$ cat config.mk
export PLATFORM = sky130hd
export DESIGN_NAME = series_sequencer_flat
export DESIGN_NICKNAME = d
export VERILOG_FILES = /design/src/rtl/series_sequencer_if.sv /design/src/rtl/series_sequencer.sv /design/src/flat_wrapper.sv
export SDC_FILE = /design/constraint.sdc
export NUM_CORES = 1
export LEC_CHECK = 0
export ABC_AREA = 1
export BUFFER_PORTS_ARGS = -buffer_cell sky130_fd_sc_hd__buf_4
export CAP_MARGIN = 20
export CORE_AREA = 3 3 40 42
export DETAILED_ROUTE_END_ITERATION = 10
export DIE_AREA = 0 0 43 45
export GPL_TIMING_DRIVEN = 0
export PLACE_DENSITY = 0.56
export SLEW_MARGIN = 20
export SYNTH_ARGS = -nofsm -noshare
export SYNTH_HDL_FRONTEND = slang
export SYNTH_SLANG_ARGS = --single-unit
export TNS_END_PERCENT = 5
$ cat constraint.sdc
create_clock -name clk -period 3.2 [get_ports clk]
set_input_delay 0.16 -clock clk [delete_from_list [all_inputs] [get_ports clk]]
set_output_delay 0.16 -clock clk [all_outputs]
set_load 0.005 [all_outputs]
$ cat src/rtl/series_sequencer_if.sv
// Control bundle between the series sequencer and its MAC datapath / consumer.
// The master side is the sequencer; the slave side drives start and out_ack.
interface series_sequencer_if #(
    parameter int CNT_W = 3
);
    logic             start;
    logic             out_ack;
    logic             input_en;
    logic             load_in;
    logic             clr_acc;
    logic             sel_old_or_new;
    logic             mul_en;
    logic             sum_en;
    logic [CNT_W-1:0] term_idx;
    logic             busy;
    logic             done;

    modport master (
        input  start, out_ack,
        output input_en, load_in, clr_acc, sel_old_or_new,
               mul_en, sum_en, term_idx, busy, done
    );

    modport slave (
        output start, out_ack,
        input  input_en, load_in, clr_acc, sel_old_or_new,
               mul_en, sum_en, term_idx, busy, done
    );
endinterface

$ cat src/rtl/series_sequencer.sv
// Moore FSM sequencing N_TERMS multiply/accumulate steps of a series datapath:
// LOAD, then N_TERMS MUL/ACC pairs, then DONE held until acknowledged.
module series_sequencer #(
    parameter int N_TERMS = 4,
    parameter int CNT_W   = 3
) (
    input  logic                clk,
    input  logic                rst,
    series_sequencer_if.master  bus
);
    typedef enum logic [2:0] {
        IDLE,
        LOAD,
        MUL,
        ACC,
        DONE
    } state_t;

    localparam logic [CNT_W-1:0] LAST_IDX = CNT_W'(N_TERMS - 1);

    state_t           state_q, state_d;
    logic [CNT_W-1:0] cnt_q, cnt_d;

    logic input_en, load_in, clr_acc, sel_old_or_new;
    logic mul_en, sum_en, busy, done;

    always_ff @(posedge clk or negedge rst) begin
        if (!rst) begin
            state_q <= IDLE;
            cnt_q   <= '0;
        end else begin
            state_q <= state_d;
            cnt_q   <= cnt_d;
        end
    end

    always_comb begin
        state_d        = state_q;
        cnt_d          = cnt_q;
        input_en       = 1'b0;
        load_in        = 1'b0;
        clr_acc        = 1'b0;
        sel_old_or_new = 1'b0;
        mul_en         = 1'b0;
        sum_en         = 1'b0;
        busy           = 1'b1;
        done           = 1'b0;
        case (state_q)
            IDLE: begin
                input_en = 1'b1;
                busy     = 1'b0;
                cnt_d    = '0;
                if (bus.start) state_d = LOAD;
            end
            LOAD: begin
                load_in = 1'b1;
                clr_acc = 1'b1;
                cnt_d   = '0;
                state_d = MUL;
            end
            MUL: begin
                mul_en = 1'b1;
                // First term multiplies the fresh operand; later terms reuse the previous product.
                sel_old_or_new = (cnt_q == '0);
                state_d        = ACC;
            end
            ACC: begin
                sum_en = 1'b1;
                if (cnt_q == LAST_IDX) begin
                    state_d = DONE;
                end else begin
                    cnt_d   = cnt_q + CNT_W'(1);
                    state_d = MUL;
                end
            end
            DONE: begin
                done = 1'b1;
                // term_idx holds the last index while the result waits for its consumer.
                if (bus.out_ack) begin
                    state_d = IDLE;
                    cnt_d   = '0;
                end
            end
            default: begin
                state_d = IDLE;
                cnt_d   = '0;
            end
        endcase
    end

    assign bus.input_en       = input_en;
    assign bus.load_in        = load_in;
    assign bus.clr_acc        = clr_acc;
    assign bus.sel_old_or_new = sel_old_or_new;
    assign bus.mul_en         = mul_en;
    assign bus.sum_en         = sum_en;
    assign bus.term_idx       = cnt_q;
    assign bus.busy           = busy;
    assign bus.done           = done;
endmodule
$ cat src/flat_wrapper.sv
// flat-port wrapper written by rule: the top's interface ports become plain ports
module series_sequencer_flat 
#(
    parameter int N_TERMS = 4,
    parameter int CNT_W   = 3
)
  (clk, rst, bus_start, bus_out_ack, bus_input_en, bus_load_in, bus_clr_acc, bus_sel_old_or_new, bus_mul_en, bus_sum_en, bus_term_idx, bus_busy, bus_done);
  series_sequencer_if #(.CNT_W(CNT_W)) bus_i ();
  input  logic clk;
  input  logic rst;
  input wire logic [$bits(bus_i.start)-1:0] bus_start;
  input wire logic [$bits(bus_i.out_ack)-1:0] bus_out_ack;
  output wire logic [$bits(bus_i.input_en)-1:0] bus_input_en;
  output wire logic [$bits(bus_i.load_in)-1:0] bus_load_in;
  output wire logic [$bits(bus_i.clr_acc)-1:0] bus_clr_acc;
  output wire logic [$bits(bus_i.sel_old_or_new)-1:0] bus_sel_old_or_new;
  output wire logic [$bits(bus_i.mul_en)-1:0] bus_mul_en;
  output wire logic [$bits(bus_i.sum_en)-1:0] bus_sum_en;
  output wire logic [$bits(bus_i.term_idx)-1:0] bus_term_idx;
  output wire logic [$bits(bus_i.busy)-1:0] bus_busy;
  output wire logic [$bits(bus_i.done)-1:0] bus_done;
  assign bus_i.start = bus_start;
  assign bus_i.out_ack = bus_out_ack;
  assign bus_input_en = bus_i.input_en;
  assign bus_load_in = bus_i.load_in;
  assign bus_clr_acc = bus_i.clr_acc;
  assign bus_sel_old_or_new = bus_i.sel_old_or_new;
  assign bus_mul_en = bus_i.mul_en;
  assign bus_sum_en = bus_i.sum_en;
  assign bus_term_idx = bus_i.term_idx;
  assign bus_busy = bus_i.busy;
  assign bus_done = bus_i.done;
  series_sequencer #(.N_TERMS(N_TERMS), .CNT_W(CNT_W)) u_core (.clk(clk), .rst(rst), .bus(bus_i));
endmodule
; ---- Word level (Yosys, flattened, before mapping)
; Cells that the tools add are included.
[word_totals]
reg_bits = 6
inputBits = 4
output_inout_bits = 11
wordCells = 29
[op_classes]
n_addsub = 1
eq_ne = 8
n_mux = 13
bitwise_logic = 1
reduce_logical = 4
[ops]
columns = cell, n
row1 = one-hot mux 3 bit (5 select lines), 1
row2 = two-way mux 3 bit, 4
row3 = equality test 3 x 2 -> 1 bit (second input constant), 3
row4 = one-hot mux 3 bit (3 select lines), 1
row5 = two-way mux 1 bit, 7
row6 = zero test 3 bit, 2
row7 = != test 2 bit (second input constant), 3
row8 = adder 3 x 1 -> 3 bit (second input constant), 1
row9 = equality test 3 x 1 -> 1 bit (second input constant), 1
row10 = equality test 3 bit (second input constant), 1
row11 = AND reduction 3 bit, 1
row12 = AND reduction 2 bit, 1
row13 = NOT 1 bit, 1

; ---- Longest topological paths before layout
[depth]
word_depth = 3
ltp_mapped = 6
depth_no_buf = 6

; ---- Worst setup path before layout
; No wires, ideal clock.
[synth_path]
path_type = reg2reg
start = reg u_core.cnt_q[0], in the netlist u_core.bus.term_idx[0]
end = reg u_core.cnt_q[0], in the netlist u_core.bus.term_idx[0]
setup_ps = 118
arrival_ps = 1129
t_required_ps = 3082
setup_slack_ps = 1953
path_stages_with_launch = 7
synth_period_minus_slack_ps = 1247
path_cell_list = dfrtp_1 > ha_1 > ha_1 > nand4_1 > nand3_2 > nand2_1 > nand2_1
[synth_between]
elab_chain_cells = 3
elab_cells_between_ends = 6
[synth_lines]
columns = item, line_no
row1 = from (decl), series_sequencer.sv:22  ; logic [CNT_W-1:0] cnt_q, cnt_d;
row2 = from (signal assigned), series_sequencer.sv:33  ; cnt_q <= cnt_d;
row3 = adder 3 x 1 -> 3 bit or equality test 3 x 2 -> 1 bit (tied branches), "series_sequencer.sv:72, series_sequencer.sv:69"
row4 = two-way mux 3 bit or != test 2 bit (tied branches), --
row5 = one-hot mux 3 bit (3 select lines) or AND reduction 3 bit (tied branches), --
; Parallel ways exist; a longest one is shown, timed or not. The select of a mux whose other input is x is not followed.
; A chain may end at the register's enable or synchronous reset.

; ---- Worst setup path after layout
[layout_path]
start = reg u_core.state_q[1]
end = out bus_load_in
[layout_between]
elab_chain_cells = 2
[layout_lines]
columns = item, line_no
row1 = from (decl), series_sequencer.sv:21  ; state_t state_q, state_d;
row2 = from (signal assigned), series_sequencer.sv:32  ; state_q <= state_d;
row3 = equality test 3 x 1 -> 1 bit, series_sequencer.sv:48  ; case (state_q)
row4 = two-way mux 1 bit, series_sequencer.sv:48
row5 = to (decl), flat_wrapper.sv:14  ; output wire logic [$bits(bus_i.load_in)-1:0] bus_load_in;
; Every way passes these cells.

==> impl_metrics.json <==
{
  "drtIter0Drc": 3,
  "min-delay-start": "bus_start",
  "yosysUniqueCellTypes": 16,
  "clock_latency_ps": 240,
  "regToRegStartpoint": "u_core.bus.term_idx[0]$_DFFE_PN0P_",
  "setup_violations": 0,
  "synth_top_family_by_area": "simple AND/OR/NAND/NOR gates",
  "die-height_um": 45,
  "p_leak_nw": 0.3359,
  "synth_seq_cells": 6,
  "wl_met2_um": 338,
  "p_seq_frac": 0.276,
  "diodes": 0,
  "crit_path_max_incr_delay_ps": 360,
  "yosys_warnings": 0,
  "synth-seq-area-share": 0.3715,
  "cpMostUsedCell": "buf_4",
  "n_fill_cell": 148,
  "synthMuxAreaShare": 0,
  "max_cap_viol_count": 0,
  "row_count": 13,
  "setup_tns_ps": 0,
  "grt_usage": 0.09656,
  "postPlaceCellArea_um2": 528.0,
  "cts_repair_resize_count": 0,
  "cp_slowest_cell": "dfrtp_1",
  "place_hpwl_um": 646.6,
  "syn_inst": 52,
  "rsz0062_at_grt": "false",
  "hold_viol": 0,
  "drc": 0,
  "wl_met1_um": 338,
  "crit_required_ps": 3040,
  "holdPathEnd": "u_core.state_q[0]$_DFFE_PN0P_",
  "cts-root-buf": "clkbuf_4",
  "synth-simple-area-share": 0.3127,
  "path_max_fanout": 8,
  "reg2reg_depth": 6,
  "ir_drop_v": 0.0003696,
  "timing.rr.end": "u_core.bus.term_idx[1]$_DFFE_PN0P_",
  "drt-total-wl_um": 771,
  "finalMaxSlewViolations": 0,
  "worstMarginPinSlew_ps": 215.2,
  "netlist_area_um2": 404.1,
  "drt_pre_antenna_iters": 3,
  "switching_share": 0.3937,
  "max_freq_mhz": 730.3,
  "gp_congestion": 0.7025,
  "timing.hold.ws_ps": 150.2,
  "end_kind": "primary output",
  "post-route-cell-area_um2": 560.5,
  "totalPowerFinal_mw": 0.4671,
  "pwr-share-clk": 0.141,
  "vias_per_cell": 4.471,
  "antenna_found_initial": 0,
  "grt_first_pass_wirelength_um": 1359,
  "ff2ff_setup_slack_ps": 1850,
  "clk_pin_slew_ps": 40,
  "setup.worst_path.class": "reg2out",
  "synth-compound-area-share": 0.06502,
  "core_um2": 1285,
  "globalRouteOverflowTotal": 0,
  "wl_met3_um": 94,
  "dr.max_layer_used": "met3",
  "drive_above_1_share": 0.3571,
  "die_area_um2": 1935,
  "finalCriticalPeriod_ps": 1369,
  "startpoint": "u_core.state_q[1]$_DFFE_PN0P_",
  "max-slew-margin-rel": 0.8565,
  "die-width_um": 43,
  "syn_nets": 59,
  "final_antenna_net_count": 0,
  "intPower_mw": 0.2832,
  "routedWlPerCell_um": 9.071,
  "period_share": 0.4279,
  "synth_fa_ha_area_frac": 0.09288,
  "start_util": 0.3145,
  "cts_sinks": 6,
  "status": "complete, no violations",
  "portBuffers": 14,
  "crit_path_start_kind": "flip-flop",
  "area_growth_pct": 38.70,
  "vias": 380,
  "finalClockSkew_ps": 0.5413,
  "htreeDepth": 1,
  "cp.arrival_ps": 1210,
  "path_cells": "buf_6 > inv_1 > nand2_1 > nor2_1 > buf_4 > buf_4",
  "grt_pass1_vias": 320,
  "switchingPower_mw": 0.1839,
  "grt_start_max_net_pins": 9,
  "synth_area_per_cell_um2": 7.772,
  "hold_path_class": "in2reg",
  "comb_power_share": 0.584,
  "cts_tree": "built",
  "worstHoldPathCells": 3,
  "synthXorXnorAreaFrac": 0,
  "clk_path_buf_depth": 2,
  "layout.nets": 79,
  "pwr_density_cell_nw_per_um2": 833.4,
  "ios": 15,
  "numCtsBuffers": 3
}
cell usage after synthesis:
master	number	area, µm²
o21ai_0	1	5.000
nand2_1	10	37.54
inv_1	11	41.29
nand3_1	3	15.01
dfrtp_1	6	150.1
nand4_1	1	6.260
inv_2	1	3.750
nor2_1	7	26.28
nand3_2	3	30.03
nor3_1	1	5.000
o221ai_1	1	8.760
nand2_2	1	6.260
ha_1	3	37.54
o211ai_2	1	12.51
buf_4	1	7.510
buf_6	1	11.26
how the worst max path moves through the flow:
stage | end | slack [ps] | depth (start not counted)
2_1_floorplan | u_core.bus.term_idx[0]$_DFFE_PN0P_ | 1950 | 6
3_3_place_gp | u_core.bus.term_idx[1]$_DFFE_PN0P_ | 1870 | 6
3_5_place_dp | u_core.bus.term_idx[1]$_DFFE_PN0P_ | 1850 | 6
4_1_cts | bus_sel_old_or_new | 1810 | 4
5_1_grt | bus_sel_old_or_new | 1730 | 4
6_report | bus_load_in | 1830 | 6
routing by layer:
layer  vias up  global-route usage
met3         0             0.06375
met2        14              0.1437
met1       170              0.1185
li1        196                   -
met4         0             0.01807
met5         -                   0
registers in the layout (all words and copies together), names as in the netlist:
register / cells
u_core.bus.term_idx: 3
u_core.state_q: 3
placed cells by master, fill, tap and decap left out, types with 3 or more instances in the layout:
| master | Yosys | final |
|---|---|---|
| inv_1 | 11 | 11 |
| nand2_1 | 10 | 10 |
| nand3_1 | 3 | 3 |
| dfrtp_1 | 6 | 6 |
| nor2_1 | 7 | 7 |
| buf_4 | 1 | 15 |
| ha_1 | 3 | 3 |
| clkbuf_4 | 0 | 3 |
| nand3_2 | 3 | 3 |
final cells by class:
class	instances	area, µm²	share of cell area
multi-input cells	32	190.2	0.3393
inverters	12	45.04	0.08036
clock buffers	3	22.52	0.04018
well taps	15	18.77	0.03348
flip-flops and latches	6	150.1	0.2679
repair buffers	15	115.1	0.2054
plain buffers	2	18.77	0.03348
worst max-delay path: cells and delay by family, from the launching register on:
kind	cells	cell delay [ps]
buffers and inverters	4	410
DFF	1	360
and+or+nand+nor	2	190
what timing repair did:
action,CTS,global route
hold buffers,1,0
buffers inserted,0,0
hold endpoints to repair,6,0
power groups by stage:
stage	Sequential (mW)	Combinational (mW)	Clock, mW
2_1_floorplan	0.124	0.164	0
3_3_place_gp	0.130	0.275	0
3_5_place_dp	0.130	0.278	0
4_1_cts	0.130	0.280	0.0690
5_1_grt	0.133	0.306	0.0756
6_report	0.129	0.273	0.0658
logic make-up (layout without fill, tap and decap cells):
| family | after synthesis | after routing |
|---|---|---|
| compound gates | 3 | 3 |
| buf+inv | 14 | 32 |
| simple gates | 26 | 26 |
| flops | 6 | 6 |
| fa+ha+maj | 3 | 3 |
per-stage QoR:
step | cells | worst slack, ps | util
2_1_floorplan | 52 | 1953 | -
3_3_place_gp | 81 | 1872 | 0.4109
3_5_place_dp | 81 | 1853 | 0.4109
4_1_cts | 85 | 1812 | 0.4362
5_1_grt | 85 | 1729 | 0.4362
6_report | 85 | 1831 | 0.4362
Note: power is estimated with default switching activity, not from simulation.
